==> config.mk <==
export PLATFORM = sky130hd
export DESIGN_NAME = nfc_ram_arb
export DESIGN_NICKNAME = d
export VERILOG_FILES = /design/src/rtl/nfc_ram_arb_pkg.sv /design/src/rtl/nfc_ram_rdpipe.sv /design/src/rtl/nfc_ram_arb.sv
export SDC_FILE = /design/constraint.sdc
export NUM_CORES = 1
export LEC_CHECK = 0
export ABC_AREA = 1
export BUFFER_PORTS_ARGS = -buffer_cell sky130_fd_sc_hd__buf_4
export CAP_MARGIN = 40
export CORE_MARGIN = 2
export CORE_UTILIZATION = 46
export DETAILED_ROUTE_END_ITERATION = 10
export HOLD_SLACK_MARGIN = 0.02
export PLACE_DENSITY = 0.78
export RECOVER_POWER = 100
export SYNTH_ARGS = -nofsm -noshare
export SYNTH_HDL_FRONTEND = slang
export SYNTH_HIERARCHICAL = 1
export SYNTH_SLANG_ARGS = --single-unit
==> constraint.sdc <==
create_clock -name clk -period 1.55 [get_ports clk]
set_input_delay 0.155 -clock clk [delete_from_list [all_inputs] [get_ports clk]]
set_output_delay 0.155 -clock clk [all_outputs]
set_load 0.05 [all_outputs]
==> src/rtl/nfc_ram_arb_pkg.sv <==
// Shared encodings for the NFC buffer RAM arbiter: FSM states, RAM write-enable codes
// and the read-return requester tag.
package nfc_ram_arb_pkg;

    localparam logic [1:0] ARB_ST_ARB      = 2'b00;
    localparam logic [1:0] ARB_ST_RMW_RD   = 2'b01;
    localparam logic [1:0] ARB_ST_RMW_WAIT = 2'b10;
    localparam logic [1:0] ARB_ST_RMW_WR   = 2'b11;

    localparam logic [1:0] RAM_WEN_RD = 2'b11;
    localparam logic [1:0] RAM_WEN_WR = 2'b00;

    typedef enum logic [1:0] {
        RdIdNone = 2'b00,
        RdIdMif  = 2'b01,
        RdIdHst  = 2'b10
    } rd_id_e;

endpackage

==> src/rtl/nfc_ram_rdpipe.sv <==
// Two-stage requester-ID pipeline aligning read-valid strobes with RAM output data.
module nfc_ram_rdpipe
    import nfc_ram_arb_pkg::*;
(
    input  logic clk,
    input  logic rst_n,
    input  logic mif_rd_i,
    input  logic hst_rd_i,
    input  logic rmw_rd_i,
    output logic mif_rvld_o,
    output logic hst_rvld_o
);

    rd_id_e s1_d, s1_q, s2_q;

    // RMW reads are consumed internally and never surface as a requester strobe.
    always_comb begin
        s1_d = RdIdNone;
        if (!rmw_rd_i) begin
            if (mif_rd_i) begin
                s1_d = RdIdMif;
            end else if (hst_rd_i) begin
                s1_d = RdIdHst;
            end
        end
    end

    always_ff @(posedge clk or negedge rst_n) begin
        if (!rst_n) begin
            s1_q <= RdIdNone;
            s2_q <= RdIdNone;
        end else begin
            s1_q <= s1_d;
            s2_q <= s1_q;
        end
    end

    assign mif_rvld_o = (s2_q == RdIdMif);
    assign hst_rvld_o = (s2_q == RdIdHst);

endmodule

==> src/rtl/nfc_ram_arb.sv <==
// Single-port NFC buffer RAM arbiter: MIF > ECC read-modify-write > host, with a host
// starvation guard. RAM command outputs are registered one cycle after the grant.
module nfc_ram_arb
    import nfc_ram_arb_pkg::*;
#(
    parameter int unsigned ADDR_WID     = 13,
    parameter int unsigned HST_MAX_WAIT = 8
) (
    input  logic                clk,
    input  logic                rst_n,
    input  logic                mif_req,
    input  logic                mif_wr,
    input  logic [ADDR_WID-1:0] mif_addr,
    input  logic [15:0]         mif_wdat,
    output logic                mif_gnt,
    output logic                mif_rvld,
    input  logic                ecc_cor_req,
    input  logic [ADDR_WID-1:0] ecc_cor_addr,
    input  logic [15:0]         ecc_cor_mask,
    output logic                ecc_cor_gnt,
    output logic                ecc_cor_done,
    input  logic                hst_req,
    input  logic                hst_wr,
    input  logic [1:0]          hst_be,
    input  logic [ADDR_WID-1:0] hst_addr,
    input  logic [15:0]         hst_wdat,
    output logic                hst_gnt,
    output logic                hst_rvld,
    output logic [15:0]         rdat,
    output logic [ADDR_WID-1:0] nfc_ram_addr,
    output logic                nfc_ram_cen,
    output logic [1:0]          nfc_ram_wen,
    output logic [15:0]         nfc_ram_din,
    input  logic [15:0]         ram_nfc_dout
);

    localparam int unsigned      WaitW   = (HST_MAX_WAIT > 0) ? $clog2(HST_MAX_WAIT + 1) : 1;
    localparam logic [WaitW-1:0] WaitMax = WaitW'(HST_MAX_WAIT);

    logic [1:0]          state_d, state_q;
    logic [WaitW-1:0]    wait_d, wait_q;
    logic [ADDR_WID-1:0] ecc_addr_d, ecc_addr_q;
    logic [15:0]         ecc_mask_d, ecc_mask_q;
    logic [ADDR_WID-1:0] addr_d, addr_q;
    logic                cen_d, cen_q;
    logic [1:0]          wen_d, wen_q;
    logic [15:0]         din_d, din_q;
    logic                hst_force;

    assign hst_force = hst_req && (wait_q == WaitMax);

    always_comb begin
        mif_gnt     = 1'b0;
        ecc_cor_gnt = 1'b0;
        hst_gnt     = 1'b0;
        state_d     = state_q;
        wait_d      = wait_q;
        ecc_addr_d  = ecc_addr_q;
        ecc_mask_d  = ecc_mask_q;
        cen_d       = 1'b1;
        wen_d       = RAM_WEN_RD;
        addr_d      = addr_q;
        din_d       = din_q;

        unique case (state_q)
            ARB_ST_ARB: begin
                if (hst_force) begin
                    hst_gnt = 1'b1;
                end else if (mif_req) begin
                    mif_gnt = 1'b1;
                end else if (ecc_cor_req) begin
                    ecc_cor_gnt = 1'b1;
                end else if (hst_req) begin
                    hst_gnt = 1'b1;
                end

                if (mif_gnt) begin
                    cen_d  = 1'b0;
                    addr_d = mif_addr;
                    if (mif_wr) begin
                        wen_d = RAM_WEN_WR;
                        din_d = mif_wdat;
                    end
                end

                // A host write with no byte enables is accepted but never reaches the RAM.
                if (hst_gnt && (!hst_wr || (hst_be != 2'b00))) begin
                    cen_d  = 1'b0;
                    addr_d = hst_addr;
                    if (hst_wr) begin
                        wen_d = ~hst_be;
                        din_d = hst_wdat;
                    end
                end

                if (ecc_cor_gnt) begin
                    cen_d      = 1'b0;
                    addr_d     = ecc_cor_addr;
                    ecc_addr_d = ecc_cor_addr;
                    ecc_mask_d = ecc_cor_mask;
                    state_d    = ARB_ST_RMW_RD;
                end
            end
            ARB_ST_RMW_RD: begin
                state_d = ARB_ST_RMW_WAIT;
            end
            ARB_ST_RMW_WAIT: begin
                // RAM read data is valid now; register the corrected write-back.
                cen_d   = 1'b0;
                wen_d   = RAM_WEN_WR;
                addr_d  = ecc_addr_q;
                din_d   = ram_nfc_dout ^ ecc_mask_q;
                state_d = ARB_ST_RMW_WR;
            end
            ARB_ST_RMW_WR: begin
                state_d = ARB_ST_ARB;
            end
            default: begin
                state_d = ARB_ST_ARB;
            end
        endcase

        if (hst_gnt) begin
            wait_d = '0;
        end else if (hst_req && (wait_q != WaitMax)) begin
            wait_d = wait_q + WaitW'(1);
        end
    end

    always_ff @(posedge clk or negedge rst_n) begin
        if (!rst_n) begin
            state_q    <= ARB_ST_ARB;
            wait_q     <= '0;
            ecc_addr_q <= '0;
            ecc_mask_q <= '0;
            addr_q     <= '0;
            cen_q      <= 1'b1;
            wen_q      <= RAM_WEN_RD;
            din_q      <= '0;
        end else begin
            state_q    <= state_d;
            wait_q     <= wait_d;
            ecc_addr_q <= ecc_addr_d;
            ecc_mask_q <= ecc_mask_d;
            addr_q     <= addr_d;
            cen_q      <= cen_d;
            wen_q      <= wen_d;
            din_q      <= din_d;
        end
    end

    assign nfc_ram_addr = addr_q;
    assign nfc_ram_cen  = cen_q;
    assign nfc_ram_wen  = wen_q;
    assign nfc_ram_din  = din_q;
    assign ecc_cor_done = (state_q == ARB_ST_RMW_WR);

    nfc_ram_rdpipe u_rdpipe (
        .clk        (clk),
        .rst_n      (rst_n),
        .mif_rd_i   (mif_gnt & ~mif_wr),
        .hst_rd_i   (hst_gnt & ~hst_wr),
        .rmw_rd_i   (ecc_cor_gnt),
        .mif_rvld_o (mif_rvld),
        .hst_rvld_o (hst_rvld)
    );

    // The RAM macro output is already registered; only qualify it.
    assign rdat = (mif_rvld | hst_rvld) ? ram_nfc_dout : 16'h0000;

endmodule

Word-level counts from Yosys, hierarchy flattened
Cells that the tools add are included.
{"block": "word_totals", "out_inout_bits": 54, "reg_bits": 71, "word_cells": 79}
{"block": "classes", "n_eq_ne": 9, "mux": 41, "add_sub_neg": 1, "n_bitwise": 7, "n_reduce_logical": 11}
{"op": "$mux 16", "n": 5}
{"op": "$mux 13", "n": 3}
{"op": "$pmux 16 s2", "n": 1}
{"op": "$pmux 13 s2", "n": 1}
{"op": "$mux 1", "n": 18}
{"op": "$mux 2", "n": 8}
{"op": "$xor 16x16->16", "n": 1}
{"op": "$mux 4", "n": 2}
{"op": "$ne 4x4->1 const B", "n": 2}
{"op": "$pmux 2 s4", "n": 1}
{"op": "$eq 2x2->1 const B", "n": 3}
{"op": "$reduce_bool 2->1", "n": 3}
{"op": "$add 4x1->4 const B", "n": 1}
{"op": "$eq 2x1->1 const B", "n": 2}
{"op": "$eq 4x4->1 const B", "n": 1}
{"op": "$pmux 2 s2", "n": 1}
{"op": "$reduce_and 2->1", "n": 2}
{"op": "$logic_and 1x1->1", "n": 3}
{"op": "$and 1x1->1", "n": 2}
{"op": "$logic_not 2->1", "n": 1}
{"op": "$ne 2x2->1 const B", "n": 1}
{"op": "$not 1->1", "n": 2}
{"op": "$not 2->2", "n": 1}
{"op": "$pmux 1 s2", "n": 1}
{"op": "other kinds (3)", "n": 3}

Depth between registers and ports, before layout
Gate-level depths: netlist (run 1).
{"block": "logic_depth", "word_depth": 10, "ltp_mapped": 11, "ltp_nobuf": 10}

Hierarchy
Netlist (run 1), hierarchy kept.
{"module": "nfc_ram_arb", "cells_per_inst": 688, "instances": 1, "area_per_inst_um2": 4443.0, "seq_area_each_um2": 1680.4}
{"module": "nfc_ram_rdpipe", "cells_per_inst": 12, "instances": 1, "area_per_inst_um2": 135.1, "seq_area_each_um2": 100.1}

Least setup slack after synthesis (run 1)
No wires, ideal clock.
{"block": "synth_path", "kind": "register -> output", "from": "register u_rdpipe.s2_q[0]", "to": "output port rdat[10]", "required_ns": 1.395, "slack_ns": -0.835, "arrival_ns": 2.230, "stages_incl_launch_ff": 5, "path_buffers": 1, "cell_sequence": "dfrtp_1 nor2_1 nor2_1 clkbuf_1 nor2_1"}
{"block": "synth_via", "elab_chain_len": 3, "word_cells_on_any_way": 4, "cone_classes": "eq/ne: 2; mux: 1; bitwise: 1"}
{"element": "from (decl)", "line_no": "nfc_ram_rdpipe.sv:14", "source": "rd_id_e s1_d, s1_q, s2_q;"}
{"element": "from (signal assigned)", "line_no": "nfc_ram_rdpipe.sv:31", "source": "s2_q <= RdIdNone;"}
{"element": "from (signal assigned)", "line_no": "nfc_ram_rdpipe.sv:34", "source": "s2_q <= s1_q;"}
{"element": "$eq 2x2->1", "line_no": "nfc_ram_rdpipe.sv:39", "source": "assign hst_rvld_o = (s2_q == RdIdHst);"}
{"element": "net hst_rvld", "line_no": "nfc_ram_arb.sv:28", "source": "output logic hst_rvld,"}
{"element": "$or 1x1->1", "line_no": "nfc_ram_arb.sv:169", "source": "assign rdat = (mif_rvld | hst_rvld) ? ram_nfc_dout : 16'h0000;"}
{"element": "$mux 16", "line_no": "nfc_ram_arb.sv:169"}
{"element": "to (decl)", "line_no": "nfc_ram_arb.sv:29", "source": "output logic [15:0] rdat,"}
The timed path passes the listed nets, and every way through them passes these cells.

Final worst setup path (run 1)
{"block": "layout_path", "from": "register wait_q[1]", "to": "output port hst_gnt"}
{"block": "layout_via", "elab_chain_len": 5}
{"element": "from (decl)", "line_no": "nfc_ram_arb.sv:41", "source": "logic [WaitW-1:0] wait_d, wait_q;"}
{"element": "from (signal assigned)", "line_no": "nfc_ram_arb.sv:142", "source": "wait_q <= wait_d;"}
{"element": "$eq 4x4->1", "line_no": "nfc_ram_arb.sv:50", "source": "assign hst_force = hst_req && (wait_q == WaitMax);"}
{"element": "$logic_and 1x1->1", "line_no": "nfc_ram_arb.sv:50"}
{"element": "$mux 1", "line_no": "nfc_ram_arb.sv:67", "source": "if (hst_force) begin"}
{"element": "$mux 1 (2 in series)", "line_no": "nfc_ram_arb.sv:65", "source": "unique case (state_q)"}
{"element": "to (decl)", "line_no": "nfc_ram_arb.sv:27", "source": "output logic hst_gnt,"}
Every way passes these cells. The select of a mux whose other input is x is not followed.

==> reports/results.txt, run 1 <==
CORE AREA: 9730 um^2
critical path arrival: 1.59 ns
RSZ-0062 raised after global routing: true
PwrDens: 1850 nW/um^2
finished layout cell area: 7200 um^2
total grt overflow: 0
Critical Path RT: 1.39 ns
die area: 10800 um^2
Worst setup EP type: primary output
Critical Path Slowest Stage Cell: dfrtp_1
drt pass-1 iters: 5
Final Cycle Share: 112%
Mapped Nets: 818
Yosys reg bits: 71
num ports: 166
Layout Utilization: 74.0%
pre-CTS setup slack: -0.107 ns
sequential-to-total area share from yosys stat: 38.9%
Setup CP Type: flip-flop to primary output
Via density: 5.14
count of buffers from port buffering: 165
failing checks: negative setup slack
CTS H-tree lvls: 3
fmax: 574 MHz
first-pass GRT wire length: 25.9 mm
skew final: 0.0145 ns
most common cell type on the critical path: nand2_4
final hold slack: 0.0390 ns
Slew Viols, Final: 0
Cell Area, Placed: 6290 um^2
critical path, cell by cell: inv_2, ha_4, nand4_4, nand2_4, buf_6, nand2_4, clkinvlp_4, buf_8
slowest stage delay, CP: 0.39 ns
Iteration-0 DRC Markers: 267
Yosys cell types: 26
gpl congestion: 0.891
Ys Warns: 6
share of layout cells above drive strength 1: 32.1%
setup TNS: -7.60 ns
commonest cells after routing, fill and taps aside: nand2_1 (175), buf_4 (149), inv_1 (113)
crit start category: flip-flop
CTS Buf Count: 9
Hold Vio Cnt, Final: 0
hold depth: 3
outcome: complete, but fails checks
clk root buf: clkbuf_8
Tot Pwr: 13.3 mW
Worst R2R Path Depth: 11
Total Wirelength: 16.5 mm
max capacitance violation total: 0
via count: 5476
Synth Area per Inst: 6.54 um^2
initial antenna violation count: 0
Worst Tran Pin Value: 0.950 ns
fin cells: 1065
commonest non-fill, non-tap cell in the layout: nand2_1
Area Growth Syn to Fin: 57.3%
setup violators final: 68
vias in the first global route: 5365
Lkg Pwr: 3.93 nW
Slew headroom: 36.7%
Initial Utilization: 47.1%
Hold Path Class: primary input to flip-flop
WL/cell: 15.5 um
Final nets: 1045
clk sinks: 71
post-synthesis cell area: 4580 um^2
Total Routing Usage GR: 29.7%
worst-skew pair later-pin latency: 0.37 ns
antenna viol nets, final: 0
DRC: 0
# placed instances: 998
Syn Inst Count: 700
CP max FO: 4
crit path time final: 1.74 ns
worst IR drop on VDD: 1.00 mV
clock-pin slew on the worst setup and hold paths: 0.07 ns
clk buf depth: 2
final worst setup slack: -0.191 ns
DIE WIDTH: 104 um
DPL Wire Length: 10.7 mm
Die Y: 104 um
largest net degree at the start of global routing: 52
CTS tree: yes
Antenna Cells: 0
row cnt: 36
-- final timing paths --
kind | start | to | slack, ns
min in group asynchronous | rst_n | nfc_ram_din[8] | 0.48
min reg2reg | u_rdpipe/s1_q[1] | u_rdpipe/s2_q[1] | 0.34
max in group asynchronous | rst_n | u_rdpipe/s1_q[1] | 0.11
max reg2reg | wait_q[1] | nfc_ram_din[4] | -0.17
max | wait_q[1] | hst_gnt | -0.19
min | ecc_cor_addr[10] | ecc_addr_q[10] | 0.04
-- synthesized netlist by cell type --
cell type  instances  area share (%)
o21bai_1           1            0.16
nor2_2             1            0.14
a21oi_1           34             3.7
buf_6              3            0.74
buf_4              6            0.98
dfstp_2            3             1.7
nand2_4            2            0.49
nand2_2            2            0.27
dfrtp_1           68              37
nand4_2            1            0.27
clkbuf_1          12            0.98
nand4_1           16             2.2
o21ai_0           53             5.8
clkinv_1           1           0.082
buf_2             15             1.6
nand2_1          181              15
nor3_1             2            0.22
nand3_2            2            0.44
nor2_1            70             5.7
inv_1            122              10
buf_1              2            0.16
ha_1               6             1.6
nand3_1           92              10
nand3b_1           1            0.16
o21ai_1            2            0.22
inv_2              2            0.16
-- sequential cells by signal, indices dropped and copies added, names as in the netlist --
name           count
nfc_ram_wen        2
u_rdpipe/s1_q      2
nfc_ram_cen        1
ecc_mask_q        16
nfc_ram_din       16
state_q            2
u_rdpipe/s2_q      2
wait_q             4
nfc_ram_addr      13
ecc_addr_q        13
-- area by class of cell --
type                       count  area (um^2)
clock inverter                 6         62.6
multi-input combinational    468         2460
fill                         755         2530
sequential                    71         1780
timing repair inverter         1         7.51
inverter                     125          477
timing repair buffer         251         2120
clock buffer                  10          128
tap                          133          166
-- repair_timing --
action | 4_1_cts | 5_1_grt
hold endpoints to repair | 55 | 0
pin swaps | 16 | 10
buffers inserted | 13 | 6
gates cloned | 4 | 1
hold buffers | 27 | 0
endpoints found under the setup margin | 62 | 85
resized for setup | 57 | 33
-- metal layers --
metal	wire length [um]	vias to the layer above	GRT usage, %
li1	-	2643	-
met1	6260	2519	35.1
met2	8390	276	51.9
met3	1440	38	6.99
met4	448	0	12.3
met5	0	-	0
-- worst max-delay path, delay by kind of cell (launching register included) --
kind,cells,cell delay (ns)
flops,1,0.39
buf+inv,4,0.40
simple gates,3,0.29
fa+ha+maj,1,0.15
-- where the power goes --
| part | switching [mW] | leakage (nW) | internal, mW | total (mW) |
|---|---|---|---|---|
| clock network | 0.726 | 0.100 | 0.740 | 1.47 |
| registers | 0.600 | 0.856 | 2.79 | 3.39 |
| logic | 5.57 | 2.97 | 2.90 | 8.46 |
-- kinds of logic (layout without fill, tap and decap cells) --
kind of cell             Yosys count  after routing  synth area share [%]
buffers and inverters            163            393                  14.8
adder cells (fa/ha/maj)            6              6                  1.64
AO/OA/AOI/OAI                     90             90                  9.89
AND/OR/NAND/NOR                  370            372                  34.8
flip-flops                        71             71                  38.9
No activity file was read; power rests on OpenSTA's default activity.
==> run 2, diff against run 1 <==
--- a/config.mk
+++ b/config.mk
@@ -14,6 +14,7 @@
 export HOLD_SLACK_MARGIN = 0.02
 export PLACE_DENSITY = 0.78
 export RECOVER_POWER = 100
+export REMOVE_ABC_BUFFERS = 1
 export SYNTH_ARGS = -nofsm -noshare
 export SYNTH_HDL_FRONTEND = slang
 export SYNTH_HIERARCHICAL = 1
==> reports/results.txt, run 2 (synthesis results as in run 1) <==
drt pass-1 iters: 4 (-1)
CTS H-tree lvls: 3 (unchanged)
max capacitance violation total: 0 (unchanged)
DPL Wire Length: 10.1 mm (-5.6%)
share of layout cells above drive strength 1: 34.1% (+2.0 points)
outcome: complete, but fails checks
via count: 5556 (+1.5%)
skew final: 0.00926 ns (-0.00525 ns)
min-delay src: ecc_cor_addr[8]
final worst setup slack: -0.216 ns (-0.0251 ns)
finished layout cell area: 7370 um^2 (+2.3%)
antenna viol nets, final: 0 (unchanged)
commonest cells after routing, fill and taps aside: nand2_1 (163), buf_4 (142), inv_1 (113)
Total Routing Usage GR: 29.9% (+0.15 points)
Hold Vio Cnt, Final: 0 (unchanged)
clk root buf: clkbuf_8
Die Y: 104 um (unchanged)
Via density: 5.23 (+1.7%)
Min-Delay Endpoint: ecc_addr_q[8]
Antenna Cells: 0 (unchanged)
failing checks: negative setup slack
R2R Setup Slk: -0.20 ns (-0.03 ns)
Area Growth Syn to Fin: 60.9%
RSZ-0062 raised after global routing: true
Setup CP Type: flip-flop to primary output
Final Cycle Share: 114% (+1.6 points)
Critical Path RT: 1.39 ns (about the same)
initial antenna violation count: 0 (unchanged)
Hold Path Class: primary input to flip-flop
largest net degree at the start of global routing: 59 (+13%)
CTS tree: yes
fmax: 566 MHz (-1.4%)
Cell Area, Placed: 6160 um^2 (-2.1%)
total grt overflow: 0 (unchanged)
die area: 10800 um^2 (unchanged)
WL/cell: 15.3 um (-1.3%)
Lkg Pwr: 4.00 nW (+1.9%)
row cnt: 36 (unchanged)
Final nets: 1043 (-0.19%)
Layout Utilization: 75.7% (+1.7 points)
Worst R2R Path Depth: 8 (-3)
first-pass GRT wire length: 25.9 mm (about the same)
Iteration-0 DRC Markers: 353 (+32%)
Worst setup EP type: primary output
beginning of the worst register-to-register path: state_q[1]
crit start category: flip-flop
gpl congestion: 0.849 (-4.7%)
worst-skew pair later-pin latency: 0.36 ns (about the same)
Worst Tran Pin Value: 0.597 ns (-0.353 ns)
num ports: 166 (unchanged)
worst IR drop on VDD: 1.12 mV (+11%)
DIE WIDTH: 104 um (unchanged)
critical path arrival: 1.61 ns (+0.02 ns)
PwrDens: 1840 nW/um^2 (-0.80%)
setup violators final: 78 (+15%)
# fillers: 711 (-5.8%)
DRC: 0 (unchanged)
CORE AREA: 9730 um^2 (unchanged)
hold depth: 3 (unchanged)
area taken by multi-input logic gates: 2500 um^2 (+1.7%)
Total Wirelength: 16.3 mm (-1.5%)
crit path time final: 1.77 ns (+0.0251 ns)
CP max FO: 3 (-1)
reg-to-reg endpoint: nfc_ram_din[10]
Initial Utilization: 47.1% (unchanged)
CTS Buf Count: 9 (unchanged)
vias in the first global route: 5493 (+2.4%)
count of buffers from port buffering: 165 (unchanged)
Slew Viols, Final: 0 (unchanged)
Seq. cell area: 1780 um^2 (unchanged)
clk sinks: 71 (unchanged)
clk buf depth: 2 (unchanged)
Slew headroom: 60.2% (+24 points)
clock-pin slew on the worst setup and hold paths: 0.08 ns (about the same)
commonest non-fill, non-tap cell in the layout: nand2_1
-- run 2: cell count changes in the layout (fill, tap and decap cells not counted), moves of 3 or more --
cell     delta
buf_8       -3
o21ai_0    -10
buf_12      +5
nand2_1    -12
o21ai_2     +6
buf_4       -7
nand3_2     +5
nand2_4     +3
nand3_1     -5
nand2_2     +9
nor2_2      -3
o21ai_1     +4
-- run 2: what timing repair did --
item	CTS	global route
gates cloned	6	2
buffers inserted	15	5
hold buffers	24	1
resized for setup	113	52
hold endpoints to repair	75	1
pin swaps	6	6
setup endpoints to repair	82	84
-- run 2: critical path, cell delays in order, from the launching register on --
cell and delay (ns):
dfrtp_1 0.40, inv_2 0.09, ha_4 0.14, nand4_4 0.09
buf_6 0.15, nand2_4 0.07, nor2_4 0.05, buf_12 0.14
buf_12 0.14
-- run 2: final cells by class --
class                   instances  share of cell area [%]
multi-input cells             467                    34.0
flip-flops and latches         71                    24.2
inverters                     125                    6.47
clock buffers                  10                    1.87
repair buffers                249                    29.6
clock inverters                 6                    1.46
well taps                     133                    2.26
repair inverters                2                   0.204
-- run 2: power by group --
part | total [mW] | internal [mW] | switching [mW] | leakage [nW]
Clock | 1.86 | 1.11 | 0.749 | 0.122
Sequential | 3.39 | 2.79 | 0.600 | 0.856
Combinational | 8.27 | 2.86 | 5.42 | 3.03
Total | 13.5 | 6.76 | 6.77 | 4.00
-- run 2: through the flow --
stage	hold slack, ns	setup slack (ns)	setup TNS, ns	power (mW)	std cells
CTS	0.0226	-0.208	-9.01	13.4	1055
detailed placement	0.0697	-0.267	-8.41	10.7	995
global placement	0.0691	-0.186	-4.11	10.4	995
global route	0.0246	-0.307	-14.97	14.5	1063
finish	0.0285	-0.216	-8.80	13.5	1063
floorplan	-0.141	-2.71	-134.78	8.09	662
-- run 2: per-layer routing --
metal  global-route usage (%)  routed length (um)  vias up
li1                         -                   -     2630
met1                     35.6                6170     2555
met2                     52.4                8130      322
met3                     5.60                1480       49
met4                     13.3                 511        0
met5                        0                   0        -
-- run 2: worst max-delay path by stage --
stage / endpoint / slack [ns] / start / cells after the start
3_3_place_gp: nfc_ram_addr[6] / -0.19 / wait_q[1] / 10
6_report: ecc_cor_gnt / -0.22 / wait_q[1] / 8
4_1_cts: ecc_cor_gnt / -0.21 / wait_q[1] / 8
2_1_floorplan: ecc_addr_q[0] / -2.71 / wait_q[0] / 8
5_1_grt: nfc_ram_din[10] / -0.31 / state_q[1] / 8
3_5_place_dp: nfc_ram_addr[12] / -0.27 / wait_q[1] / 10
==> run 3, diff against run 2 <==
--- a/config.mk
+++ b/config.mk
@@ -7,7 +7,7 @@
 export LEC_CHECK = 0
 export ABC_AREA = 1
 export BUFFER_PORTS_ARGS = -buffer_cell sky130_fd_sc_hd__buf_4
-export CAP_MARGIN = 40
+export CAP_MARGIN = 5
 export CORE_MARGIN = 2
 export CORE_UTILIZATION = 46
 export DETAILED_ROUTE_END_ITERATION = 10
@@ -15,7 +15,7 @@
 export PLACE_DENSITY = 0.78
 export RECOVER_POWER = 100
 export REMOVE_ABC_BUFFERS = 1
+export SKIP_LAST_GASP = 1
 export SYNTH_ARGS = -nofsm -noshare
 export SYNTH_HDL_FRONTEND = slang
-export SYNTH_HIERARCHICAL = 1
 export SYNTH_SLANG_ARGS = --single-unit
==> reports/results.txt, run 3 <==
largest net degree at the start of global routing: 36 (-39%)
CP max FO: 5 (+2)
# fillers: 605 (-15%)
Setup CP Type: flip-flop to flip-flop
DPL Wire Length: 10.5 mm (+4.5%)
final hold slack: 0.0348 ns (+0.00634 ns)
PwrDens: 1860 nW/um^2 (+1.1%)
Cell Area, Placed: 6190 um^2 (+0.49%)
Slew Viols, Final: 0 (unchanged)
Total Wirelength: 18.7 mm (+14%)
Synth Area per Inst: 6.48 um^2 (-0.92%)
Syn Inst Count: 703 (+0.43%)
dominant synthesized flop cell: dfrtp_1
Post-synth EDFFs: 0 (unchanged)
setup violators final: 54 (-31%)
WL/cell: 17.3 um (+13%)
clk sinks: 71 (unchanged)
fin cells: 1077 (+1.3%)
CTS H-tree lvls: 3 (unchanged)
Via density: 5.44 (+4.0%)
crit start category: flip-flop
clk buf depth: 2 (unchanged)
Ys Warns: 0 (-6)
critical path arrival: 2.07 ns (+0.46 ns)
failing checks: negative setup slack
Antenna Cells: 0 (unchanged)
Layout Utilization: 79.2% (+3.5 points)
commonest cells after routing, fill and taps aside: nand2_1 (201), buf_4 (147), inv_1 (106)
Yosys reg bits: 71 (unchanged)
Post-synth top cells: nand2_1 (219), inv_1 (117), nand3_1 (83)
Initial Utilization: 47.0% (about the same)
share of layout cells above drive strength 1: 40.0% (+6.0 points)
Area Growth Syn to Fin: 68.4%
final worst setup slack: -0.255 ns (-0.0391 ns)
# placed instances: 1006 (+1.1%)
pre-CTS setup slack: -0.276 ns (-0.00887 ns)
Hold Path Class: primary input to flip-flop
CTS tree: yes
count leader, synth: nand2_1
CORE AREA: 9680 um^2 (-0.46%)
die area: 10700 um^2 (-0.47%)
vias in the first global route: 5657 (+3.0%)
Final Cycle Share: 116% (+2.5 points)
post-synth top area cell: dfrtp_1
num ports: 166 (unchanged)
Slew headroom: 40.1% (-20 points)
skew final: 0.0119 ns (+0.00266 ns)
ys async rst share: 100% (unchanged)
synth top area cells: dfrtp_1 (37%), nand2_1 (18%), inv_1 (9.6%), nand3_1 (9.1%), o21ai_0 (5.6%)
first-pass GRT wire length: 27.1 mm (+4.6%)
Total Routing Usage GR: 31.0% (+1.2 points)
total grt overflow: 0 (unchanged)
Worst Tran Pin Value: 0.899 ns (+0.302 ns)
Critical Path RT: 1.81 ns (+0.42 ns)
RSZ-0062 raised after global routing: true
Yosys cell types: 25 (-3.8%)
gpl congestion: 0.920 (+8.3%)
Die Y: 104 um (-0.24%)
Tot Pwr: 14.2 mW (+5.3%)
Lkg Pwr: 4.16 nW (+3.8%)
CTS Buf Count: 9 (unchanged)
post-synthesis cell area: 4560 um^2 (-0.49%)
crit path time final: 1.80 ns (+0.0391 ns)
clock-pin slew on the worst setup and hold paths: 0.09 ns (about the same)
share of Yosys cell area claimed by the top area cell type: 37.4% (+0.18 points)
DIE WIDTH: 104 um (-0.24%)
commonest non-fill, non-tap cell in the layout: nand2_1
initial antenna violation count: 0 (unchanged)
antenna viol nets, final: 0 (unchanged)
sequential-to-total area share from yosys stat: 39.1% (+0.19 points)
finished layout cell area: 7670 um^2 (+4.1%)
clk root buf: clkbuf_8
via count: 5856 (+5.4%)
drt pass-1 iters: 5 (+1)
setup TNS: -7.72 ns (+1.08 ns)
Final nets: 1059 (+1.5%)
DRC: 0 (unchanged)
worst IR drop on VDD: 0.977 mV (-12%)
Worst setup EP type: flip-flop
max capacitance violation total: 0 (unchanged)
worst-skew pair later-pin latency: 0.35 ns (about the same)
row cnt: 36 (unchanged)
count of buffers from port buffering: 165 (unchanged)
Hold Vio Cnt, Final: 0 (unchanged)
fmax: 554 MHz (-2.2%)
Iteration-0 DRC Markers: 457 (+29%)
outcome: complete, but fails checks
run 3: path summary, 6_finish.rpt:
path | from | end | slack (ns) | cells after the start
hold reg to reg | u_rdpipe.s1_q[0] | u_rdpipe.s2_q[0] | 0.35 | 0
min in group asynchronous | rst_n | wait_q[2] | 0.48 | 2
setup reg to reg | wait_q[1] | nfc_ram_din[15] | -0.25 | 10
setup / recovery | wait_q[1] | nfc_ram_din[15] | -0.25 | 10
max in group asynchronous | rst_n | nfc_ram_din[9] | 0.14 | 3
hold / removal | ecc_cor_addr[12] | ecc_addr_q[12] | 0.03 | 3
run 3: worst max-delay path, stage by stage, from the launching register on:
cell     delay [ns]
dfrtp_1        0.41
inv_2          0.09
ha_4           0.16
nand4_4        0.14
nand2_4        0.11
buf_8          0.14
buf_12         0.13
nand3_2        0.17
nand3_1        0.13
nand3_1        0.08
a21oi_1        0.16
run 3: kinds of logic (layout without fill, tap and decap cells):
kind of cell,Yosys count,count (layout),synth area share (%)
buf+inv,155,391,13.6
simple gates,387,392,36.1
compound gates,82,82,9.01
flops,71,71,39.1
fa+ha+maj,8,8,2.20
run 3: per-layer routing:
layer  wire length (um)  GRT usage, %  vias up
met4                835          13.7        0
met2               9330          53.7      410
met3               1700          5.66       74
li1                   -             -     2654
met1               6790          37.9     2718
met5                  0             0        -
run 3: power breakdown:
group,internal [mW],switching (mW),leakage [nW]
Clock,0.595,0.800,0.0862
Sequential,2.79,0.713,0.862
Combinational,3.32,6.03,3.21
run 3: area by class of cell:
type,instances,area (um^2),share of cell area (%)
Inverter,119,458,5.97
Clock inverter,7,55.1,0.718
Tap cell,133,166,2.17
Multi-Input combinational cell,482,2820,36.7
Clock buffer,9,124,1.61
Sequential cell,71,1780,23.2
Timing Repair Buffer,255,2260,29.5
Timing Repair inverter,1,7.51,0.0979
run 3: what timing repair did:
action | in CTS | in global routing
setup buffers | 18 | 8
setup endpoints to repair | 82 | 82
gates cloned | 6 | 4
pin swaps | 23 | 54
hold buffers | 21 | 0
hold endpoints to repair | 50 | 0
resized for setup | 116 | 102
